===== src/rtl/note_sequencer_if.sv =====
// note_sequencer_if: captured-note event handshake into the sequencer
// (valid/ready plus octave, note and length code).
interface note_sequencer_if #(
   parameter int unsigned OCT_W  = 3,
   parameter int unsigned NOTE_W = 3,
   parameter int unsigned LEN_W  = 3
);
   logic              in_valid;
   logic              in_ready;
   logic [OCT_W-1:0]  in_octave;
   logic [NOTE_W-1:0] in_note;
   logic [LEN_W-1:0]  in_length;

   modport master (output in_valid, in_octave, in_note, in_length, input in_ready);
   modport slave  (input in_valid, in_octave, in_note, in_length, output in_ready);
endinterface


===== src/rtl/note_sequencer.sv =====
// note_sequencer: FIFO-buffered note playback scheduler with pause and flush.
// Define NOTE_SEQ_REST_EN to treat note 0 as a silent rest.
module note_sequencer #(
   parameter  int unsigned DEPTH       = 8,
   parameter  int unsigned UNIT_CYCLES = 4,
   parameter  int unsigned GAP_CYCLES  = 2,
   parameter  int unsigned OCT_W       = 3,
   parameter  int unsigned NOTE_W      = 3,
   parameter  int unsigned LEN_W       = 3,
   localparam int unsigned CNT_W       = $clog2(DEPTH) + 1
) (
   input  logic              clk,
   input  logic              rst_n,
   note_sequencer_if.slave   in_if,
   input  logic              pause,
   input  logic              flush,
   output logic              tone_on,
   output logic [OCT_W-1:0]  tone_octave,
   output logic [NOTE_W-1:0] tone_note,
   output logic              busy,
   output logic              note_done,
   output logic [CNT_W-1:0]  count
);

   localparam int unsigned PTR_W = $clog2(DEPTH);
   localparam int unsigned DUR_W = LEN_W + $clog2(UNIT_CYCLES) + 1;
   localparam int unsigned GAP_W = $clog2(GAP_CYCLES + 1);
   localparam int unsigned TMR_W = (DUR_W > GAP_W) ? DUR_W : GAP_W;
   localparam int unsigned ENT_W = OCT_W + NOTE_W + LEN_W;

   typedef enum logic [1:0] {StIdle, StPlay, StGap} state_e;

   logic [ENT_W-1:0]  mem_q [DEPTH];
   logic [PTR_W-1:0]  wr_ptr_q, rd_ptr_q;
   logic [TMR_W-1:0]  timer_q;
   state_e            state_q;
   logic              rest_q;

   logic              push, pop, can_start, last_play, last_gap, head_rest;
   logic [OCT_W-1:0]  head_oct;
   logic [NOTE_W-1:0] head_note;
   logic [LEN_W-1:0]  head_len;
   logic [TMR_W-1:0]  head_dur;

   assign in_if.in_ready = (count != CNT_W'(DEPTH));
   assign push           = in_if.in_valid && in_if.in_ready && !flush;
   assign busy           = (state_q != StIdle);

   assign {head_oct, head_note, head_len} = mem_q[rd_ptr_q];
   assign head_dur = (TMR_W'(head_len) + TMR_W'(1)) * TMR_W'(UNIT_CYCLES);

`ifdef NOTE_SEQ_REST_EN
   assign head_rest = (head_note == '0);
`else
   assign head_rest = 1'b0;
`endif

   // Pops happen from IDLE, or on the final edge of GAP/PLAY so no idle cycle is lost.
   assign can_start = (count != '0) && !pause && !flush;
   assign last_play = (state_q == StPlay) && !pause && (timer_q == TMR_W'(1));
   assign last_gap  = (state_q == StGap) && !pause && (timer_q == TMR_W'(1));
   assign pop = can_start &&
                ((state_q == StIdle) || last_gap || (last_play && (GAP_CYCLES == 0)));

   always_ff @(posedge clk) begin
      if (push) begin
         mem_q[wr_ptr_q] <= {in_if.in_octave, in_if.in_note, in_if.in_length};
      end
   end

   always_ff @(posedge clk or negedge rst_n) begin
      if (!rst_n) begin
         wr_ptr_q    <= '0;
         rd_ptr_q    <= '0;
         count       <= '0;
         state_q     <= StIdle;
         timer_q     <= '0;
         rest_q      <= 1'b0;
         tone_on     <= 1'b0;
         tone_octave <= '0;
         tone_note   <= '0;
         note_done   <= 1'b0;
      end else if (flush) begin
         wr_ptr_q    <= '0;
         rd_ptr_q    <= '0;
         count       <= '0;
         state_q     <= StIdle;
         timer_q     <= '0;
         rest_q      <= 1'b0;
         tone_on     <= 1'b0;
         tone_octave <= '0;
         tone_note   <= '0;
         note_done   <= 1'b0;
      end else begin
         note_done <= last_play;
         count     <= count + CNT_W'(push) - CNT_W'(pop);
         if (push) wr_ptr_q <= wr_ptr_q + 1'b1;
         if (pop)  rd_ptr_q <= rd_ptr_q + 1'b1;

         if (pop) begin
            state_q     <= StPlay;
            timer_q     <= head_dur;
            tone_octave <= head_oct;
            tone_note   <= head_note;
            tone_on     <= !head_rest;
            rest_q      <= head_rest;
         end else begin
            unique case (state_q)
               StIdle: ;
               StPlay: begin
                  if (pause) begin
                     tone_on <= 1'b0;
                  end else if (timer_q == TMR_W'(1)) begin
                     tone_on <= 1'b0;
                     if (GAP_CYCLES > 0) begin
                        state_q <= StGap;
                        timer_q <= TMR_W'(GAP_CYCLES);
                     end else begin
                        state_q <= StIdle;
                        timer_q <= '0;
                     end
                  end else begin
                     timer_q <= timer_q - TMR_W'(1);
                     tone_on <= !rest_q;
                  end
               end
               StGap: begin
                  if (!pause) begin
                     if (timer_q == TMR_W'(1)) begin
                        state_q <= StIdle;
                        timer_q <= '0;
                     end else begin
                        timer_q <= timer_q - TMR_W'(1);
                     end
                  end
               end
               default: state_q <= StIdle;
            endcase
         end
      end
   end

endmodule

===== src/flat_wrapper.sv =====
// flat-port wrapper written by rule: the top's interface ports become plain ports
module note_sequencer_flat 
#(
   parameter  int unsigned DEPTH       = 8,
   parameter  int unsigned UNIT_CYCLES = 4,
   parameter  int unsigned GAP_CYCLES  = 2,
   parameter  int unsigned OCT_W       = 3,
   parameter  int unsigned NOTE_W      = 3,
   parameter  int unsigned LEN_W       = 3,
   localparam int unsigned CNT_W       = $clog2(DEPTH) + 1
)
  (clk, rst_n, pause, flush, tone_on, tone_octave, tone_note, busy, note_done, count, in_if_in_valid, in_if_in_octave, in_if_in_note, in_if_in_length, in_if_in_ready);
  note_sequencer_if #(.OCT_W(OCT_W), .NOTE_W(NOTE_W), .LEN_W(LEN_W)) in_if_i ();
  input  logic clk;
  input  logic rst_n;
  input  logic pause;
  input  logic flush;
  output logic tone_on;
  output logic [OCT_W-1:0] tone_octave;
  output logic [NOTE_W-1:0] tone_note;
  output logic busy;
  output logic note_done;
  output logic [CNT_W-1:0] count;
  input wire logic [$bits(in_if_i.in_valid)-1:0] in_if_in_valid;
  input wire logic [$bits(in_if_i.in_octave)-1:0] in_if_in_octave;
  input wire logic [$bits(in_if_i.in_note)-1:0] in_if_in_note;
  input wire logic [$bits(in_if_i.in_length)-1:0] in_if_in_length;
  output wire logic [$bits(in_if_i.in_ready)-1:0] in_if_in_ready;
  assign in_if_i.in_valid = in_if_in_valid;
  assign in_if_i.in_octave = in_if_in_octave;
  assign in_if_i.in_note = in_if_in_note;
  assign in_if_i.in_length = in_if_in_length;
  assign in_if_in_ready = in_if_i.in_ready;
  note_sequencer #(.DEPTH(DEPTH), .UNIT_CYCLES(UNIT_CYCLES), .GAP_CYCLES(GAP_CYCLES), .OCT_W(OCT_W), .NOTE_W(NOTE_W), .LEN_W(LEN_W)) u_core (.clk(clk), .rst_n(rst_n), .in_if(in_if_i), .pause(pause), .flush(flush), .tone_on(tone_on), .tone_octave(tone_octave), .tone_note(tone_note), .busy(busy), .note_done(note_done), .count(count));
endmodule

===== config.mk =====
export PLATFORM = sky130hd
export DESIGN_NAME = note_sequencer_flat
export DESIGN_NICKNAME = d
export VERILOG_FILES = /design/src/rtl/note_sequencer_if.sv /design/src/rtl/note_sequencer.sv /design/src/flat_wrapper.sv
export SDC_FILE = /design/constraint.sdc
export NUM_CORES = 1
export LEC_CHECK = 0
export CORE_MARGIN = 2
export CORE_UTILIZATION = 53
export CTS_CLUSTER_SIZE = 20
export DETAILED_ROUTE_END_ITERATION = 7
export PLACE_DENSITY = 0.86
export SETUP_SLACK_MARGIN = 0.02
export SKIP_LAST_GASP = 1
export SLEW_MARGIN = 5
export SYNTH_ARGS = -nofsm -noshare
export SYNTH_HDL_FRONTEND = slang
export SYNTH_SLANG_ARGS = --single-unit

===== constraint.sdc =====
create_clock -name clk -period 2.8 [get_ports clk]
set_clock_uncertainty 0.05 [all_clocks]
set_input_delay 0.42 -clock clk [delete_from_list [all_inputs] [get_ports clk]]
set_output_delay 0.42 -clock clk [all_outputs]
set_load 0.03 [all_outputs]

==> metrics.json, run 1 <==
{
  "timing": {
    "fin_crit_sh": 0.961,
    "timing_hold_violations_final": 0,
    "worst_slack_ns": 0.108,
    "setup_violations": 0,
    "drv_slew": 0,
    "max_slew_margin": 0.597,
    "setup_repair_after_global_routing_missed_its_margin": "no",
    "totalNegativeSetupSlack_ns": 0,
    "final.min_clock_period_ns": 2.69,
    "worst_slew_pin_slew_ns": 0.604,
    "fmaxAchievable_mhz": 371,
    "final.hold.worst_slack_ns": 0.377
  },
  "clock_network": {
    "clk_transition_reported_paths_ns": 0.10,
    "clkSinkCount": 98,
    "holdBufCountCts": 0,
    "clock_path_buffers": 2,
    "tritoncts_clock_tree": "done",
    "clock_buffers_created_by_tritoncts": 9,
    "cts_max_level": 3,
    "worstSkewPairLatency_ns": 0.36,
    "clk_root_buffer_cell": "sky130_fd_sc_hd__clkbuf_8"
  },
  "floorplan": {
    "start_util": 0.543,
    "die_height_um": 92.8,
    "design.core.area_um2": 7690,
    "top_level_ports": 28,
    "std_cell_rows": 32,
    "fp.dieW_um": 92.8,
    "die-area_um2": 8610
  },
  "grt": {
    "global_route_wire_length_before_repair_um": 12300,
    "grt_overflow_total": 0,
    "largest_net_degree_at_the_start_of_global_routing": 30,
    "groute.usage.overall": 0.194,
    "number_of_antenna_violations_at_the_first_check_in_global_routing": 0,
    "first_global_vias": 2437
  },
  "drt": {
    "final_antenna_net_count": 0,
    "detail_route.iter0.violations": 115,
    "post-route-drc-count": 0,
    "detail_route.first_pass.iterations": 4,
    "detail_route.vias_per_cell": 5.64,
    "routed_wirelength_um": 7610,
    "post_drt_wl_per_cell_um": 18.1,
    "routed-via-count": 2374
  },
  "layout": {
    "layout_commonest_cell": "sky130_fd_sc_hd__edfxtp_1",
    "layout.cell_area.non_filler_um2": 4970,
    "fillCellCount": 555,
    "mostFrequentLayoutCells": "72 x sky130_fd_sc_hd__edfxtp_1, 27 x sky130_fd_sc_hd__clkdlybuf4s50_1, 24 x sky130_fd_sc_hd__dfrtp_1",
    "utilization": 0.646,
    "area.growth.synth_to_final_pct": 18.9,
    "n_diodes": 0,
    "fin_nets": 340,
    "ratio_of_cells_with_drive_above_1_in_the_final_layout": 0.226
  },
  "power": {
    "power_density_nw_per_um2": 882,
    "irDropWorstVdd_uv": 589,
    "leakagePower_nw": 1.77
  },
  "yosys": {
    "netlist-cell-type-count": 36,
    "synth-seq-area-share": 0.673,
    "syn_avg_cell_area_um2": 15.8,
    "synthDominantAreaCellType": "sky130_fd_sc_hd__edfxtp_1",
    "synth_top_cell_area_share": 0.518,
    "post_syn_instances": 265,
    "synth_seq_cells": 98,
    "yosys_warnings": 0,
    "syn_area_um2": 4180,
    "synth.net_count": 291,
    "yosys-top-cells-area": "sky130_fd_sc_hd__edfxtp_1 52%, sky130_fd_sc_hd__dfrtp_1 16%, sky130_fd_sc_hd__mux4_2 9.7%, sky130_fd_sc_hd__ha_1 3.3%, sky130_fd_sc_hd__mux2i_1 2.2%"
  },
  "setup_path": {
    "crit_fanout": 2,
    "crit_path_cell_trace": "or3_4 > or3b_4 > a211o_1 > inv_2 > ha_4 > inv_2 > ha_2 > fa_1 > nor2b_1",
    "slowest_delay_ns": 0.40,
    "critical_path.startpoint_type": "flip-flop",
    "critical_path_start_end_classification": "flip-flop to flip-flop",
    "crit_path_frequent_cell": "sky130_fd_sc_hd__inv_2",
    "cp_data_arrival_time_ns": 2.89,
    "crit_path_top_delay_cell": "sky130_fd_sc_hd__fa_1",
    "crit_path_end_kind": "flip-flop",
    "critPathRequiredTime_ns": 3.00
  },
  "hold_path": {
    "min_path_type": "input pin to async pin"
  },
  "placed_design": {
    "place_hpwl_um": 4980,
    "dpl-instance-area_um2": 4710,
    "place_congestion": 0.855,
    "place.port_buffers": 27,
    "place_worst_setup_slack_ns": -0.0269
  },
  "run_status": {
    "run_status": "complete, no violations"
  },
  "job": {
    "drv_cap": 0
  }
}
==> power by group <==
group          internal, W  switching, W  leakage [nW]
combinational     0.000739      0.000760         0.659
sequential         0.00171      0.000135         0.997
clock             0.000520      0.000511         0.117
==> worst max-delay path: cells and delay by family, from the launching register on <==
kind	cells	cell delay [ns]
buf+inv	2	0.14
compound gates	1	0.33
flops	1	0.39
fa+ha+maj	3	0.78
simple gates	3	0.91
==> logic make-up after synthesis <==
kind of cell	after synthesis	synth area share
fa+ha+maj	12	0.0377
compound gates	28	0.0428
flops	98	0.673
buf+inv	24	0.0222
simple gates	65	0.0803
xor+xnor	8	0.0168
mux	30	0.127
==> sequential cells by signal, summed over array words and instances, names as in the netlist <==
register            cells
u_core.note_done        1
u_core.count            4
u_core.timer_q          6
u_core.state_q          2
u_core.rd_ptr_q         3
u_core.wr_ptr_q         3
u_core.tone_octave      3
u_core.tone_note        3
u_core.mem_q           72
u_core.tone_on          1
==> path summary, 6_finish.rpt <==
path	start	slack (ns)	depth (start not counted)	end
min in group clk	u_core.tone_note[1]	0.50	2	u_core.tone_note[1]
hold / removal	rst_n	0.38	2	u_core.count[2]
hold reg to reg	u_core.tone_note[1]	0.50	2	u_core.tone_note[1]
setup / recovery	u_core.timer_q[2]	0.11	9	u_core.count[1]
max in group asynchronous	rst_n	2.06	2	u_core.count[3]
setup reg to reg	u_core.timer_q[2]	0.11	9	u_core.count[1]
==> Yosys cell counts (all sizes together) <==
cell and instances:
o31ai 1, a21oi 6, a221o 1, inv 13
nor4 2, a21o 2, or3b 2, nand2b 5
nor2 21, nand3 3, o211ai 1, fa 1
a211o 1, edfxtp 72, a311oi 3, dfrtp 26
buf 4, nor2b 2, or4 1, xor2 5
clkbuf 7, nor3b 1, or3 5, ha 11
nor3 4, mux2 3, a22oi 1, nand3b 8
mux2i 9, mux4 18, xnor2 3, o21ai 12
nand2 11
==> per-layer routing <==
layer  global-route usage  vias up  part of all wire
met3               0.0488       13             0.039
met5                    0        -                 0
met4               0.0797        0             0.018
met1                0.250     1199              0.42
met2                0.318       56              0.52
li1                     -     1106                 -
==> what timing repair did <==
item	CTS	global route
resized for setup	0	6
endpoints found under the setup margin	0	3
setup buffers	0	1
==> layout make-up <==
| type | count | area [µm²] | area share |
|---|---|---|---|
| clock inverter | 7 | 106 | 0.0214 |
| timing repair buffer | 49 | 435 | 0.0877 |
| inverter | 13 | 48.8 | 0.00982 |
| clock buffer | 9 | 124 | 0.0249 |
| sequential | 98 | 2820 | 0.567 |
| tap | 102 | 128 | 0.0257 |
| multi-input combinational | 143 | 1310 | 0.264 |
==> through the flow <==
| step | cells | power, W |
|---|---|---|
| finish | 421 | 0.00438 |
| global route | 421 | 0.00463 |
| CTS | 420 | 0.00435 |
| detailed placement | 404 | 0.00333 |
| global placement | 404 | 0.00327 |
| floorplan | 265 | 0.00286 |
(Power assumes the default switching activity.)
==> run 2: changes to the inputs <==
--- a/config.mk
+++ b/config.mk
@@ -6,10 +6,10 @@
 export NUM_CORES = 1
 export LEC_CHECK = 0
 export CORE_MARGIN = 2
-export CORE_UTILIZATION = 53
+export CORE_UTILIZATION = 55
 export CTS_CLUSTER_SIZE = 20
 export DETAILED_ROUTE_END_ITERATION = 7
-export PLACE_DENSITY = 0.86
+export PLACE_DENSITY = 0.85
 export SETUP_SLACK_MARGIN = 0.02
 export SKIP_LAST_GASP = 1
 export SLEW_MARGIN = 5
==> constraint.sdc (replaced) <==
create_clock -name clk -period 3 [get_ports clk]
set_clock_uncertainty 0.05 [all_clocks]
set_input_delay 0.45 -clock clk [delete_from_list [all_inputs] [get_ports clk]]
set_output_delay 0.45 -clock clk [all_outputs]
set_load 0.03 [all_outputs]
==> metrics.json, run 2 (synthesis results as in run 1) <==
{
  "run_status": {
    "run_status": "complete, no violations"
  },
  "timing": {
    "timing_hold_violations_final": {"value": 0, "change": "unchanged"},
    "final.hold.worst_slack": {"value": 0.397, "unit": "ns", "change": "+0.0202 ns"},
    "setup_violations": {"value": 0, "change": "unchanged"},
    "drv_slew": {"value": 0, "change": "unchanged"},
    "final.min_clock_period": {"value": 2.78, "unit": "ns", "change": "+0.0862 ns"},
    "fmaxAchievable": {"value": 360, "unit": "MHz", "change": "-3.1%"},
    "worst_slack": {"value": 0.222, "unit": "ns", "change": "+0.114 ns"},
    "fin_crit_sh": {"value": 0.926, "change": "-0.0354"},
    "max_slew_margin": {"value": 0.736, "change": "+0.139"},
    "setup_repair_after_global_routing_missed_its_margin": "no",
    "worst_slew_pin_slew": {"value": 0.396, "unit": "ns", "change": "-0.208 ns"},
    "totalNegativeSetupSlack": {"value": 0, "unit": "ns", "change": "unchanged"}
  },
  "layout": {
    "area.growth.synth_to_final_pct": 16.9,
    "mostFrequentLayoutCells": "72 x sky130_fd_sc_hd__edfxtp_1, 27 x sky130_fd_sc_hd__clkdlybuf4s50_1, 26 x sky130_fd_sc_hd__dfrtp_1",
    "fin_nets": {"value": 338, "change": "-0.59%"},
    "n_diodes": {"value": 0, "change": "unchanged"},
    "fillCellCount": {"value": 498, "change": "-10%"},
    "largestRegisters": "u_core.mem_q (72), u_core.timer_q (6), u_core.count (4)",
    "layout_commonest_cell": "sky130_fd_sc_hd__edfxtp_1",
    "regArea": {"value": 2810, "unit": "µm²", "change": "about the same"},
    "largest_register_by_flop_count": "u_core.mem_q",
    "ratio_of_cells_with_drive_above_1_in_the_final_layout": {"value": 0.189, "change": "-0.0364"},
    "largest_reg_flops": {"value": 72, "change": "unchanged"},
    "multi_input_area": {"value": 1270, "unit": "µm²", "change": "-2.7%"}
  },
  "floorplan": {
    "std_cell_rows": {"value": 31, "change": "-3.1%"},
    "die_height": {"value": 91.1, "unit": "µm", "change": "-1.8%"},
    "top_level_ports": {"value": 28, "change": "unchanged"},
    "start_util": {"value": 0.573, "change": "+0.0295"},
    "fp.dieW": {"value": 91.1, "unit": "µm", "change": "-1.8%"},
    "design.core.area": {"value": 7290, "unit": "µm²", "change": "-5.1%"},
    "die-area": {"value": 8310, "unit": "µm²", "change": "-3.5%"}
  },
  "drt": {
    "detail_route.vias_per_cell": {"value": 5.62, "change": "-0.29%"},
    "routed-via-count": {"value": 2339, "change": "-1.5%"},
    "routed_wirelength": {"value": 7310, "unit": "µm", "change": "-3.9%"},
    "detail_route.first_pass.iterations": {"value": 4, "change": "unchanged"},
    "post_drt_wl_per_cell": {"value": 17.6, "unit": "µm", "change": "-2.8%"},
    "post-route-drc-count": {"value": 0, "change": "unchanged"},
    "detail_route.iter0.violations": {"value": 119, "change": "+3.5%"},
    "final_antenna_net_count": {"value": 0, "change": "unchanged"}
  },
  "setup_path": {
    "crit_path_top_delay_cell": "sky130_fd_sc_hd__dfrtp_1",
    "crit_path_frequent_cell": "sky130_fd_sc_hd__ha_1",
    "crit_path_end_kind": "flip-flop",
    "worstReg2RegStart": "u_core.timer_q[2]",
    "path_buf_inv": {"value": 2, "change": "unchanged"},
    "crit_path_cell_trace": "or3_1 > or3b_1 > a211o_1 > inv_2 > ha_1 > inv_1 > ha_1 > fa_1 > nor2b_1",
    "path_delay_family": "simple AND/OR/NAND/NOR gates",
    "worst_r2r_endpoint": "u_core.count[1]",
    "slowest_delay": {"value": 0.42, "unit": "ns", "change": "+0.02 ns"},
    "worst-r2r-setup-slack": {"value": 0.22, "unit": "ns", "change": "+0.11 ns"},
    "crit_fanout": {"value": 4, "change": "+2"},
    "critical_path_start_end_classification": "flip-flop to flip-flop",
    "critPathRequiredTime": {"value": 3.19, "unit": "ns", "change": "+0.19 ns"},
    "rr_worst_depth": {"value": 9, "change": "unchanged"},
    "critical_path.startpoint_type": "flip-flop",
    "cp_data_arrival_time": {"value": 2.97, "unit": "ns", "change": "+0.08 ns"}
  },
  "grt": {
    "number_of_antenna_violations_at_the_first_check_in_global_routing": {"value": 0, "change": "unchanged"},
    "first_global_vias": {"value": 2342, "change": "-3.9%"},
    "grt_overflow_total": {"value": 0, "change": "unchanged"},
    "largest_net_degree_at_the_start_of_global_routing": {"value": 30, "change": "unchanged"},
    "global_route_wire_length_before_repair": {"value": 12100, "unit": "µm", "change": "-1.0%"},
    "groute.usage.overall": {"value": 0.195, "change": "+0.000660"}
  },
  "placed_design": {
    "place_worst_setup_slack": {"value": 0.119, "unit": "ns", "change": "+0.146 ns"},
    "place_congestion": {"value": 0.846, "change": "-1.0%"},
    "place.port_buffers": {"value": 27, "change": "unchanged"},
    "place_hpwl": {"value": 4980, "unit": "µm", "change": "about the same"}
  },
  "clock_network": {
    "clock_path_buffers": {"value": 2, "change": "unchanged"},
    "clk_transition_reported_paths": {"value": 0.10, "unit": "ns", "change": "about the same"},
    "cts_max_level": {"value": 3, "change": "unchanged"},
    "clkSinkCount": {"value": 98, "change": "unchanged"},
    "clk_root_buffer_cell": "sky130_fd_sc_hd__clkbuf_8",
    "clock_buffers_created_by_tritoncts": {"value": 9, "change": "unchanged"},
    "tritoncts_clock_tree": "done",
    "holdBufCountCts": {"value": 0, "change": "unchanged"},
    "worstSkewPairLatency": {"value": 0.35, "unit": "ns", "change": "about the same"}
  },
  "job": {
    "drv_cap": {"value": 0, "change": "unchanged"}
  },
  "hold_path": {
    "min_path_type": "input pin to async pin"
  },
  "power": {
    "power_density": {"value": 800, "unit": "nW/µm²", "change": "-9.3%"},
    "leakagePower": {"value": 1.75, "unit": "nW", "change": "-1.1%"},
    "irDropWorstVdd": {"value": 497, "unit": "µV", "change": "-16%"}
  }
}
==> run 2: cell types whose count changed in the layout (fill, tap and decap cells not counted), moves of 2 or more <==
cell,delta
sky130_fd_sc_hd__inv_6,-2
sky130_fd_sc_hd__inv_2,-2
sky130_fd_sc_hd__inv_1,+2
sky130_fd_sc_hd__dfrtp_1,+2
sky130_fd_sc_hd__ha_4,-2
sky130_fd_sc_hd__ha_1,+3
sky130_fd_sc_hd__dfrtp_2,-2
sky130_fd_sc_hd__buf_4,-2
==> run 2: through the flow <==
stage	util	cells	total power, W	cell area (µm²)
after floorplan	-	265	0.00265	4180
after global routing	0.669	416	0.00413	4880
after detailed placement	0.640	399	0.00307	4670
final	0.669	416	0.00390	4880
after CTS	0.668	415	0.00391	4870
after global placement	0.640	399	0.00303	4670
==> run 2: report_power, final <==
part,switching [W],internal (W),total [W]
logic,0.000683,0.000644,0.00133
clock network,0.000445,0.000393,0.000838
registers,0.000139,0.00160,0.00174
==> run 2: what timing repair did <==
action	4_1_cts	5_1_grt
resized for setup	0	2
setup buffers	0	1
setup endpoints to repair	0	1
==> run 2: layout make-up <==
class | count | share of cell area
clock buffers | 9 | 0.0254
clock inverters | 7 | 0.0156
flip-flops and latches | 98 | 0.576
repair buffers | 47 | 0.0861
inverters | 13 | 0.0100
multi-input cells | 143 | 0.261
well taps | 99 | 0.0254
==> run 2: layer usage <==
layer / vias to the layer above / wire length (µm) / GRT usage
met5: - / 0 / 0
met4: 0 / 119 / 0.0783
met1: 1167 / 3090 / 0.258
met3: 11 / 335 / 0.0390
li1: 1096 / - / -
met2: 65 / 3770 / 0.320
==> run 2: worst max-delay path by stage <==
stage | cells past startpoint | slack [ns] | from | to
after floorplan | 10 | 0.09 | u_core.timer_q[2] | u_core.count[1]
after global placement | 9 | 0.18 | flush | u_core.count[1]
after detailed placement | 11 | 0.12 | flush | u_core.count[3]
after CTS | 11 | 0.18 | u_core.timer_q[2] | u_core.count[3]
after global routing | 11 | 0.05 | u_core.timer_q[2] | u_core.count[3]
final | 9 | 0.22 | u_core.timer_q[2] | u_core.count[1]
==> run 2: worst reg2reg max path, delay by kind of cell (launching register included) <==
family,cells,cell delay (ns)
buf+inv,2,0.13
flops,1,0.42
compound gates,1,0.33
fa+ha+maj,3,0.80
simple gates,3,0.94
